==> src/rtl/nhan_cong_tuantu.sv <==
// Sequential multiply-add P = A*B + C*D using one shared 4x4 multiplier over two cycles,
// with request/acknowledge handshakes on both the operand and the result side.
module nhan_cong_tuantu (
    input  logic       clk,
    input  logic       rst_n,
    input  logic       start,
    input  logic [3:0] A,
    input  logic [3:0] B,
    input  logic [3:0] C,
    input  logic [3:0] D,
    output logic       ready,
    output logic       valid,
    input  logic       ack,
    output logic [8:0] P
);

    typedef enum logic [1:0] {IDLE, MUL1, MUL2, HOLD} state_t;

    state_t     state;
    logic [3:0] a_q, b_q, c_q, d_q;
    logic [8:0] acc;
    logic [3:0] mul_x, mul_y;
    logic [7:0] product;
    logic [8:0] sum;
    logic       accept;

    assign ready  = (state == IDLE) | ((state == HOLD) & ack);
    assign accept = start & ready;

    // The single multiplier sees A,B in MUL1 and C,D in MUL2.
    always_comb begin
        mul_x = a_q;
        mul_y = b_q;
        if (state == MUL2) begin
            mul_x = c_q;
            mul_y = d_q;
        end
    end

    assign product = mul_x * mul_y;
    assign sum     = acc + {1'b0, product};

    always_ff @(posedge clk or negedge rst_n) begin
        if (!rst_n) begin
            state <= IDLE;
            a_q   <= 4'd0;
            b_q   <= 4'd0;
            c_q   <= 4'd0;
            d_q   <= 4'd0;
            acc   <= 9'd0;
            P     <= 9'd0;
            valid <= 1'b0;
        end else begin
            case (state)
                IDLE: begin
                    if (accept) begin
                        a_q   <= A;
                        b_q   <= B;
                        c_q   <= C;
                        d_q   <= D;
                        state <= MUL1;
                    end
                end
                MUL1: begin
                    acc   <= {1'b0, product};
                    state <= MUL2;
                end
                MUL2: begin
                    P     <= sum;
                    valid <= 1'b1;
                    state <= HOLD;
                end
                HOLD: begin
                    // Result leaves on ack; a simultaneous start re-launches without an idle cycle.
                    if (ack) begin
                        valid <= 1'b0;
                        if (start) begin
                            a_q   <= A;
                            b_q   <= B;
                            c_q   <= C;
                            d_q   <= D;
                            state <= MUL1;
                        end else begin
                            state <= IDLE;
                        end
                    end
                end
                default: state <= IDLE;
            endcase
        end
    end

endmodule

==> config.mk <==
export PLATFORM = sky130hd
export DESIGN_NAME = nhan_cong_tuantu
export DESIGN_NICKNAME = d
export VERILOG_FILES = /design/src/rtl/nhan_cong_tuantu.sv
export SDC_FILE = /design/constraint.sdc
export NUM_CORES = 1
export LEC_CHECK = 0
export ABC_AREA = 1
export CAP_MARGIN = 40
export CORE_MARGIN = 2
export CORE_UTILIZATION = 39
export CTS_CLUSTER_SIZE = 40
export DETAILED_ROUTE_END_ITERATION = 16
export PLACE_DENSITY_LB_ADDON = 0.08
export SLEW_MARGIN = 20
export SYNTH_ARGS = -nofsm -noshare
export SYNTH_HDL_FRONTEND = slang
export SYNTH_SLANG_ARGS = --single-unit
==> constraint.sdc <==
create_clock -name clk -period 8.7 [get_ports clk]
set_input_delay 1.305 -clock clk [delete_from_list [all_inputs] [get_ports clk]]
set_output_delay 1.305 -clock clk [all_outputs]
set_load 0.02 [all_outputs]
==> impl_metrics.env, run 1 <==
export IMPL_status="finished, final reports clean"
export IMPL_root_buffer="clkbuf_8"
export IMPL_syn_inst=301
export IMPL_cts_setup_buffers=0
export IMPL_final_nets=382
export IMPL_setup_tns_ns=0
export IMPL_ys_types=28
export IMPL_start_util_pct=40.3
export IMPL_ys_async_sr_fraction_pct=100
export IMPL_die_w_microns=82.0
export IMPL_final_cell_mix="100 x nand2_1, 36 x dfrtp_1, 35 x inv_1, 29 x clkdlybuf4s50_1, 25 x ha_1"
export IMPL_setup_viol=0
export IMPL_syn_cell_area_sq_mm=0.00237
export IMPL_end_kind="register"
export IMPL_path_clk_slew_ns=0.08
export IMPL_fmax_mhz=218
export IMPL_reg2reg_from="state[0]"
export IMPL_ff2ff_path_depth=21
export IMPL_drtIter0Drc=48
export IMPL_holdCritPathClass="register to register"
export IMPL_port_buffers=30
export IMPL_grtUsageTotal_pct=16.5
export IMPL_hold_path_depth=2
export IMPL_ff_latch_area_sq_um=901
export IMPL_cp_arrival_ns=4.76
export IMPL_worstSetupPathType="register to register"
export IMPL_diodes=0
export IMPL_fill_cells=612
export IMPL_syn_area_per_cell_sq_um=7.89
export IMPL_multi_input_area_sq_mm=0.00128
export IMPL_ys_seq_area_share_pct=38.0
export IMPL_cts_max_level=2
export IMPL_whs_endpoint="c_q[2]"
export IMPL_postRouteAntennaNets=0
export IMPL_routabilityCongestion=0.788
export IMPL_coreArea_sq_mm=0.00589
export IMPL_drv_slew=0
export IMPL_skew_ns=0.00923
export IMPL_wl_per_cell_microns=11.7
export IMPL_antenna_found_initial=0
export IMPL_rsz0062_at_grt="false"
export IMPL_pin_count=31
export IMPL_grt_pass1_wl_mm=8.57
export IMPL_drt_total_wl_mm=4.76
export IMPL_cts_made_buffers=5
export IMPL_cp_required_ns=8.88
export IMPL_worstMarginPinSlew_ns=0.668
export IMPL_synth_top_area_cell="dfrtp_1"
export IMPL_grt_max_degree=29
export IMPL_first_pass_iters=4
export IMPL_cts_sinks=36
export IMPL_grt_pass1_vias=2007
export IMPL_rrSetupSlack_ns=4.12
export IMPL_maxCapViolCount=0
export IMPL_cts_tree="yes"
export IMPL_worst_r2r_endpoint="P[7]"
export IMPL_synth_ff_type="dfrtp_1"
export IMPL_fin_crit_sh_pct=52.6
export IMPL_synth_fp_nets=351
export IMPL_cts_hold_buffers=0
export IMPL_layout_drive_gt1_share_pct=8.11
export IMPL_slew_headroom_pct=55.2
export IMPL_synth_top_area_share_pct=38.0
export IMPL_cts_buffer_depth=2
export IMPL_finalCriticalPeriod_ns=4.58
export IMPL_yosysWarnings=0
export IMPL_rows=28
export IMPL_cp_max_fo=20
export IMPL_ys_ff_latch=36
export IMPL_cts_resized_gates=0
export IMPL_avgViaCountPerCell=4.69
export IMPL_via_count=1913
export IMPL_drc=0
export IMPL_synth_edf_count=0
export IMPL_clk_latency_ns=0.28
export IMPL_hold_viol=0
export IMPL_ys_top_cells_by_area="dfrtp_1 38%, nand2_1 16%, ha_1 13%"
export IMPL_dieHeight_microns=82.0
export IMPL_hold_path_startpoint="c_q[2]"
export IMPL_place_hpwl_mm=3.78
export IMPL_final_common_cell="nand2_1"
export IMPL_overflow=0
export IMPL_startpoint_type="register"
export IMPL_area_growth_pct=21.3
export IMPL_dieArea_sq_mm=0.00673
[worst max path at each step]
stage / startpoint / to / cells after the start
floorplan: state[0] / P[7] / 20
global placement: state[0] / P[7] / 20
detailed placement: state[0] / P[7] / 20
CTS: state[0] / P[7] / 20
global route: state[0] / P[7] / 22
finish: state[0] / P[7] / 21
[sequential cells by signal, summed over array words and instances (netlist names)]
name / cells
a_q: 4
state: 2
valid: 1
acc: 8
b_q: 4
d_q: 4
c_q: 4
P: 9
[worst max-delay path: stages (launching register included)]
cell and delay (ns):
dfrtp_1 0.42, inv_1 0.13, ha_1 0.23, buf_8 0.19, inv_2 0.14, nand2_1 0.08, o21ai_1 0.12, or2_1 0.27
fa_1 0.53, inv_1 0.05, fa_1 0.56, inv_1 0.07, fa_1 0.45, o21ai_1 0.17, xor2_1 0.22, ha_1 0.31
nand2_1 0.10, inv_1 0.04, a21oi_1 0.17, nand3_1 0.09, nand3_1 0.08, nand2_1 0.05
[kinds of logic (layout without fill, tap and decap cells)]
logic type,Yosys count,in the layout,share of synthesized area [%]
AO/OA/AOI/OAI,33,33,8.07
XOR/XNOR,5,5,1.85
adder cells (fa/ha/maj),30,30,17.4
buffers and inverters,46,78,7.91
flip-flops,36,36,38.0
multiplexers,1,1,0.580
AND/OR/NAND/NOR,150,150,26.3
[through the flow]
stage | util (%) | setup slack, ns | hold WS [ns] | cells | cell area [sq um]
floorplan | - | 4.53 | 0.435 | 301 | 2370
global placement | 46.2 | 3.76 | 0.457 | 398 | 2720
detailed placement | 46.5 | 3.61 | 0.457 | 399 | 2740
CTS | 48.7 | 3.60 | 0.476 | 407 | 2860
global route | 48.9 | 3.77 | 0.502 | 408 | 2880
finish | 48.9 | 4.12 | 0.473 | 408 | 2880
[layout make-up]
cell class	instances	area share, %
clock buffer	7	3.35
inverter	38	4.95
timing repair buffer	32	11.5
sequential	36	31.3
clock inverter	1	1.04
tap	75	3.26
multi-input combinational	219	44.6
[routing by layer]
metal	track usage (%)	part of all wire (%)
met5	0	0
met4	4.50	0.92
met3	3.08	3.1
met2	30.7	48
met1	19.2	48
[cell usage after synthesis (2+ instances only)]
cell and n:
a21oi_2 6, fa_1 5, inv_1 35, nand3b_1 2, clkbuf_1 3, xnor2_1 2
nor2_2 5, nand2_1 100, nor2_1 17, o21ai_1 10, ha_1 25, dfrtp_1 36
a21oi_1 9, or2_1 2, buf_2 3, o21ai_0 6, xor2_1 3, inv_2 3
nand3_1 20
Power of run 1 is not shown: default switching activity piles up to over one toggle a cycle in this logic, so the estimate is an artifact.
==> inputs of run 2 (changes only) <==
==> constraint.sdc (replaced) <==
create_clock -name clk -period 4.4 [get_ports clk]
set_input_delay 0.66 -clock clk [delete_from_list [all_inputs] [get_ports clk]]
set_output_delay 0.66 -clock clk [all_outputs]
set_load 0.02 [all_outputs]
==> impl_metrics.env, run 2 (synthesis gave the netlist of run 1 again) <==
export IMPL_drt_met1_wl_mm=2.20
export IMPL_port_buffers=30
export IMPL_setup_viol=0
export IMPL_dieArea_sq_mm=0.00673
export IMPL_diodes=0
export IMPL_die_w_microns=82.0
export IMPL_instances_no_fill=417
export IMPL_whs_ns=0.212
export IMPL_top_regs="P: 9 flops, acc: 8 flops"
export IMPL_startpoint_type="register"
export IMPL_overflow=0
export IMPL_grt_pass1_vias=1866
export IMPL_area_growth_pct=23.7
export IMPL_final_nets=391
export IMPL_cts_hold_buffers=0
export IMPL_pin_count=31
export IMPL_maxCapViolCount=0
export IMPL_drv_slew=0
export IMPL_clk_latency_ns=0.29
export IMPL_skew_ns=0.00517
export IMPL_coreArea_sq_mm=0.00589
export IMPL_end_kind="register"
export IMPL_placedCellCount=402
export IMPL_routed_top_layer="met4"
export IMPL_grtUsageTotal_pct=16.2
export IMPL_met2WireLength_mm=2.30
export IMPL_wl_met3_microns=173
export IMPL_status="finished, final reports clean"
export IMPL_layout_drive_gt1_share_pct=12.3
export IMPL_slew_headroom_pct=57.7
export IMPL_root_buffer="clkbuf_8"
export IMPL_antenna_found_initial=0
export IMPL_dieHeight_microns=82.0
export IMPL_cts_sinks=36
export IMPL_first_pass_iters=4
export IMPL_drc=0
export IMPL_cts_made_buffers=5
export IMPL_drt_total_wl_mm=4.75
export IMPL_fill_cells=610
export IMPL_drtIter0Drc=61
export IMPL_top_register="P"
export IMPL_largest_reg_flops=9
export IMPL_cts_max_level=2
export IMPL_multi_input_area_sq_mm=0.00132
export IMPL_postRouteAntennaNets=0
export IMPL_grt_max_degree=37
export IMPL_start_util_pct=40.3
export IMPL_avgViaCountPerCell=4.63
export IMPL_ff_latch_area_sq_um=901
export IMPL_fin_ws_ns=0.297
export IMPL_wl_per_cell_microns=11.4
export IMPL_rows=28
export IMPL_fin_util_pct=49.9
export IMPL_cts_tree="yes"
export IMPL_cp_arrival_ns=4.29
export IMPL_cp_max_fo=5
export IMPL_routabilityCongestion=0.799
export IMPL_via_count=1929
export IMPL_worstSetupPathType="register to register"
export IMPL_dp_slack_ns=0.104
export IMPL_hold_viol=0
export IMPL_place_hpwl_mm=3.76
export IMPL_holdCritPathClass="primary input to async pin"
export IMPL_fmax_mhz=244
export IMPL_final_cell_mix="100 x nand2_1, 36 x dfrtp_1, 34 x inv_1, 29 x clkdlybuf4s50_1, 24 x ha_1"
export IMPL_cp_required_ns=4.59
export IMPL_path_clk_slew_ns=0.08
export IMPL_worstMarginPinSlew_ns=0.631
export IMPL_fin_crit_sh_pct=93.3
export IMPL_grt_pass1_wl_mm=8.36
export IMPL_cts_buffer_depth=2
export IMPL_finalCriticalPeriod_ns=4.10
export IMPL_final_common_cell="nand2_1"
==> run 2: layout make-up <==
| type | count | area share, % |
|---|---|---|
| Clock buffer | 7 | 2.94 |
| Clock inverter | 1 | 0.256 |
| Inverter | 38 | 4.86 |
| Multi-Input combinational cell | 219 | 44.8 |
| Sequential cell | 36 | 30.7 |
| Tap cell | 75 | 3.20 |
| Timing Repair Buffer | 41 | 13.3 |
==> run 2: worst paths after layout <==
kind	start	endpoint	slack (ns)	depth (start not counted)
min in group clk	P[0]	P[0]	0.47	2
hold / removal	rst_n	P[5]	0.21	1
max in group asynchronous	rst_n	b_q[1]	3.77	2
hold reg to reg	P[0]	P[0]	0.47	2
setup reg to reg	state[0]	P[6]	0.30	18
setup / recovery	state[0]	P[6]	0.30	18
==> run 2: worst max-delay path, stage by stage, from the launching register on <==
cell and delay (ns):
dfrtp_1 0.41, inv_2 0.08, ha_4 0.18, o21ai_1 0.19, inv_2 0.06, or2_1 0.23
fa_1 0.53, inv_1 0.05, fa_1 0.56, inv_1 0.07, fa_2 0.41, o21ai_2 0.16
xor2_1 0.21, ha_1 0.30, buf_4 0.15, buf_4 0.12, nand3b_1 0.14, nand3_1 0.09
nand2_1 0.05
==> run 2: repair_timing <==
action,in CTS,in global routing
resized for setup,0,8
endpoints found under the setup margin,0,5
buffers inserted,0,6
==> run 2: per-stage QoR <==
stage	TNS, ns	instance area, sq um
6_report	0	2940
5_1_grt	-0.00547	2940
4_1_cts	0	2840
3_5_place_dp	0	2750
3_3_place_gp	0	2750
2_1_floorplan	0	2370
==> run 2: routing by layer <==
metal / up-vias / global-route usage [%]
met5: - / 0
met4: 0 / 6.00
met3: 8 / 3.85
met2: 35 / 27.2
met1: 857 / 20.2
li1: 1029 / -
Power of run 2 is left out for the same reason.
